$ cat config.mk
export PLATFORM = sky130hd
export DESIGN_NAME = imem_loader
export DESIGN_NICKNAME = d
export VERILOG_FILES = /design/src/rtl/imem_loader_pkg.sv /design/src/rtl/imem_loader_byte_packer.sv /design/src/rtl/imem_loader.sv
export SDC_FILE = /design/constraint.sdc
export NUM_CORES = 1
export LEC_CHECK = 0
export CAP_MARGIN = 20
export CORE_UTILIZATION = 59
export CTS_CLUSTER_DIAMETER = 30
export CTS_CLUSTER_SIZE = 20
export DETAILED_ROUTE_END_ITERATION = 16
export PLACE_DENSITY = 0.85
export SLEW_MARGIN = 5
export SYNTH_ARGS = -nofsm -noshare
export SYNTH_HDL_FRONTEND = slang
export SYNTH_SLANG_ARGS = --single-unit
$ cat constraint.sdc
create_clock -name clk -period 12 [get_ports clk]
set_input_delay 2.4 -clock clk [delete_from_list [all_inputs] [get_ports clk]]
set_output_delay 2.4 -clock clk [all_outputs]
set_load 0.05 [all_outputs]
$ cat src/rtl/imem_loader_pkg.sv
// imem_loader_pkg: state encoding and frame geometry shared by the instruction-memory loader.
package imem_loader_pkg;
    typedef enum logic [2:0] {IDLE, LEN0, LEN1, DATA, CSUM, DONE, ERR} state_e;
    localparam int HDR_BYTES      = 2;
    localparam int BYTES_PER_WORD = 4;
    localparam int LEN_W          = 16;
endpackage

$ cat src/rtl/imem_loader_byte_packer.sv
// imem_loader_byte_packer: packs a little-endian byte stream into 32-bit words.
module imem_loader_byte_packer
    import imem_loader_pkg::*;
(
    input  logic                          clk,
    input  logic                          rst,
    input  logic                          clear_i,
    input  logic                          valid_i,
    input  logic [7:0]                    byte_i,
    output logic [8*BYTES_PER_WORD-1:0]   word_o,
    output logic                          word_done_o
);
    localparam int LANE_W = $clog2(BYTES_PER_WORD);
    logic [LANE_W-1:0]             lane_q, lane_d;
    logic [8*BYTES_PER_WORD-9:0]   acc_q, acc_d;
    // The final byte bypasses the accumulator so the word is complete in the same cycle.
    assign word_o      = {byte_i, acc_q};
    assign word_done_o = valid_i && (lane_q == LANE_W'(BYTES_PER_WORD - 1));
    always_comb begin
        lane_d = clear_i ? '0 : valid_i ? lane_q + 1'b1 : lane_q;
        acc_d  = clear_i ? '0 : valid_i ? {byte_i, acc_q[8*BYTES_PER_WORD-9:8]} : acc_q;
    end
    always_ff @(posedge clk or posedge rst)
        if (rst) begin
            lane_q <= '0;
            acc_q  <= '0;
        end else begin
            lane_q <= lane_d;
            acc_q  <= acc_d;
        end
endmodule

$ cat src/rtl/imem_loader.sv
// imem_loader: writes a framed, checksummed byte stream into instruction memory and gates core reset.
module imem_loader
    import imem_loader_pkg::*;
#(
    parameter int MAX_WORDS = 1024
) (
    input  logic        clk,
    input  logic        rst,
    input  logic        start,
    input  logic        byte_valid,
    input  logic [7:0]  byte_data,
    output logic        byte_ready,
    output logic        imem_we,
    output logic [31:0] imem_addr,
    output logic [31:0] imem_wd,
    output logic        core_rst,
    output logic        done,
    output logic        error
);
    localparam logic [LEN_W-1:0] MAX_N = LEN_W'(MAX_WORDS);
    state_e                 state_q;
    logic [8*HDR_BYTES-1:0] len_q;
    logic [LEN_W-1:0]       widx_q, widx_d, n_d;
    logic [7:0]             csum_q, csum_d;
    logic                   we_q, crst_q, done_q, err_q;
    logic [31:0]            addr_q, wd_q, word;
    logic                   take, can_start, word_done;
    assign byte_ready = state_q inside {LEN0, LEN1, DATA, CSUM};
    assign can_start  = start && (state_q inside {IDLE, DONE, ERR});
    assign take       = byte_valid && byte_ready;
    assign n_d        = {byte_data, len_q[7:0]};
    assign widx_d     = widx_q + 1'b1;
    assign csum_d     = csum_q ^ byte_data;
    assign imem_we    = we_q;
    assign imem_addr  = addr_q;
    assign imem_wd    = wd_q;
    assign core_rst   = crst_q;
    assign done       = done_q;
    assign error      = err_q;
    imem_loader_byte_packer u_packer (
        .clk        (clk),
        .rst        (rst),
        .clear_i    (can_start),
        .valid_i    (take && state_q == DATA),
        .byte_i     (byte_data),
        .word_o     (word),
        .word_done_o(word_done)
    );
    always_ff @(posedge clk or posedge rst)
        if (rst) begin
            state_q <= IDLE;
            len_q   <= '0;
            widx_q  <= '0;
            csum_q  <= '0;
            we_q    <= 1'b0;
            addr_q  <= '0;
            wd_q    <= '0;
            crst_q  <= 1'b1;
            done_q  <= 1'b0;
            err_q   <= 1'b0;
        end else begin
            we_q <= 1'b0;
            case (state_q)
                IDLE, DONE, ERR:
                    if (can_start) begin
                        state_q <= LEN0;
                        widx_q  <= '0;
                        csum_q  <= '0;
                        crst_q  <= 1'b1;
                        done_q  <= 1'b0;
                        err_q   <= 1'b0;
                    end
                LEN0:
                    if (take) begin
                        len_q[7:0] <= byte_data;
                        csum_q     <= csum_d;
                        state_q    <= LEN1;
                    end
                LEN1:
                    if (take) begin
                        len_q   <= n_d;
                        csum_q  <= csum_d;
                        state_q <= (n_d > MAX_N) ? ERR : (n_d == '0) ? CSUM : DATA;
                        err_q   <= n_d > MAX_N;
                    end
                DATA:
                    if (take) begin
                        csum_q <= csum_d;
                        if (word_done) begin
                            we_q    <= 1'b1;
                            wd_q    <= word;
                            addr_q  <= {14'b0, widx_q, 2'b00};
                            widx_q  <= widx_d;
                            state_q <= (widx_d == len_q) ? CSUM : DATA;
                        end
                    end
                CSUM:
                    if (take) begin
                        state_q <= (byte_data == csum_q) ? DONE : ERR;
                        done_q  <= byte_data == csum_q;
                        err_q   <= byte_data != csum_q;
                        crst_q  <= byte_data != csum_q;
                    end
                default: state_q <= IDLE;
            endcase
        end
endmodule

==> flow_summary.yaml <==
yosys:
  synth_most_common_cell: "nand2_1"
  synth.distinct_cells: 60
  dominantRegCellSynth: "dfrtp_1"
  synth.avg_cell_area_um2: 8.90
  yosysTopAreaCell: "dfrtp_1"
  synth-seq-area-share_pct: 51.7
  syn_inst: 659
  synth-edff-count: 0
  synthTopCellsByCount: "nand2_1, dfrtp_1, a21oi_1"
  synth_top_area_share_pct: 51.2
  synth-seq-cells: 121
  synth.yosys.warnings: 0
  synth_area_um2: 5860
  synthArstFlopShare_pct: 100
  synth_area_leaders: "dfrtp_1, nand2_1, a21oi_1"
timing:
  setup-violations-final: 0
  slew_viol_final: 0
  tns_ns: 0
  fin_crit_sh_pct: 48.2
  rsz0062_at_grt: "false"
  worstMarginPinSlew_ns: 1.06
  hold_viol_final: 0
  period_minus_slack_ns: 5.78
  fmax_mhz: 173
  finClkSkew_ns: 0.00959
  relSlewSlack_pct: 29.3
route:
  drt-pass1-iter-count: 6
  ant_nets: 0
  drt_iter0_drc: 361
  drc: 0
  routed_via_density: 5.69
  vias: 4834
  routed_wl_mm: 13.2
  wire_per_inst_um: 15.5
placement:
  place.gp.congestion: 0.912
  io_buffers: 64
  dpl.hpwl_mm: 8.19
  dp_cells: 818
power:
  p_seq_share_pct: 39.9
  p_per_area_nw_per_um2: 208
  power_switching_uw: 507
  combPwrFrac_pct: 27.7
  p_int_uw: 954
  vdd_ir_drop_max_mv: 0.195
  switching_share_pct: 34.7
  p_leak_uw: 0.00325
  clockPowerShare_pct: 32.4
cells_and_area:
  nets: 719
  ff_latch_area_um2: 3030
  multiInputGateArea_um2: 2570
  drive_gt1_share_pct: 8.93
  area_delta_synth_final_pct: 19.6
  fillCellCount: 705
  fin_cells: 850
  diodes: 0
cts:
  cts_max_level: 4
  cts_root_buffer: "clkbuf_8"
  cts_tree: "built"
  cts.repair.resized: 0
  clock_sinks: 121
  cts_hold_buf: 0
  post-cts-setup-buffers: 0
  clk_path_buf_depth: 2
  cts_buffers: 17
  clkTransAtPathRegs_ns: 0.06
  worstSkewPairLatency_ns: 0.53
die:
  initial_core_util_pct: 60.5
  die_w_um: 102
  coreArea_um2: 9680
  die_area_um2: 10300
  die_y_um: 102
  rows: 36
  ios: 81
global_routing:
  met2_usage_pct: 43.3
  grt_use_total_pct: 27.9
  busiest_layer: "met2"
  use_met1_pct: 38.0
  grt_pass1_wl_mm: 21.9
  grt.overflow.total: 0
  grt_pass1_vias: 4520
  use_met3_pct: 6.49
  antenna_found_initial: 0
  grt_max_degree: 79
run_status:
  status: "finished, final reports clean"
worst_setup_path:
  cp.arrival_ns: 6.15
  start_kind: "primary input"
  critical_path_class: "primary input to flop"
  endpoint_kind: "flop"
  cp_max_fo: 33
  cp.required_ns: 12.37
worst_hold_path:
  hp-class: "flop to flop"
flow_run:
  drv_cap: 0
[worst paths after layout]
| check | depth (start not counted) | slack [ns] | startpoint | end |
|---|---|---|---|---|
| max | 9 | 6.22 | byte_valid | widx_q[11]$_DFFE_PP0P_ |
| min | 2 | 0.47 | imem_addr[13]$_DFFE_PP0P_ | imem_addr[13]$_DFFE_PP0P_ |
| min reg2reg | 2 | 0.47 | imem_addr[13]$_DFFE_PP0P_ | imem_addr[13]$_DFFE_PP0P_ |
| max reg2reg | 8 | 8.21 | state_q[2]$_DFFE_PP0P_ | widx_q[11]$_DFFE_PP0P_ |
| min in group asynchronous | 2 | 2.26 | rst | imem_wd[5]$_DFFE_PP0P_ |
| max in group asynchronous | 3 | 8.38 | rst | len_q[5]$_DFFE_PP0P_ |
[flip-flops by register name (all words and copies together), names as in the netlist]
register	count
core_rst	1
csum_q	8
done	1
error	1
imem_addr	16
imem_wd	32
imem_we	1
len_q	16
state_q	3
u_packer.acc_q	24
u_packer.lane_q	2
widx_q	16
[per-stage QoR]
step           total power (uW)  utilization, %  worst slack (ns)  hold WS (ns)  cell area, um2
5_1_grt                    1530            72.4              5.88         0.491            7010
4_1_cts                    1460            72.4              6.29         0.475            7010
2_1_floorplan               883               -              6.39         0.439            5920
6_report                   1460            72.4              6.22         0.472            7010
3_3_place_gp                958            66.7              6.01         0.454            6460
3_5_place_dp                978            66.7              5.85         0.461            6460
[kinds of logic after synthesis]
kind of cell	Yosys count	share of synthesized area, %
other	1	0.0640
AND/OR/NAND/NOR	314	23.4
adder cells (fa/ha/maj)	2	0.427
XOR/XNOR	25	3.73
multiplexers	18	3.41
buffers and inverters	63	5.61
AO/OA/AOI/OAI	115	11.7
flip-flops	121	51.7
[critical path, cell delays in order]
cell and delay [ns]:
clkdlybuf4s50_1 0.77, nand2_1 0.21, nor2_2 0.86, nand2_2 0.18, inv_1 0.59, buf_4 0.46
nor2_1 0.29, o21ai_0 0.26, o41ai_1 0.13
[metal layers]
metal | part of all wire, % | up-vias
li1 | - | 2276
met1 | 43 | 2314
met2 | 48 | 214
met3 | 7.0 | 30
met4 | 2.3 | 0
met5 | 0 | -
[power by group through the flow]
stage / combinational, uW / clock (uW) / sequential (uW)
2_1_floorplan: 287 / 0 / 595
3_3_place_gp: 380 / 0 / 578
3_5_place_dp: 393 / 0 / 585
4_1_cts: 403 / 477 / 581
5_1_grt: 443 / 496 / 594
6_report: 404 / 474 / 583
[placed cells by master, fill, tap and decap left out, drive strengths merged, types with 12 or more instances in the layout]
cell,instances
clkdlybuf4s50,64
a21oi,46
mux2,16
conb,16
dfrtp,120
clkbuf,19
nor2,19
nand2,221
xor2,12
o21ai,37
xnor2,13
nor2b,15
[cell type report]
type                    count  area share, %
clock buffers              18           5.96
repair buffers             69           9.67
clock inverters            13           1.87
multi-input cells         490           36.6
inverters                   6          0.357
well taps                 133           2.37
flip-flops and latches    121           43.2
No activity file was read; power rests on OpenSTA's default activity.
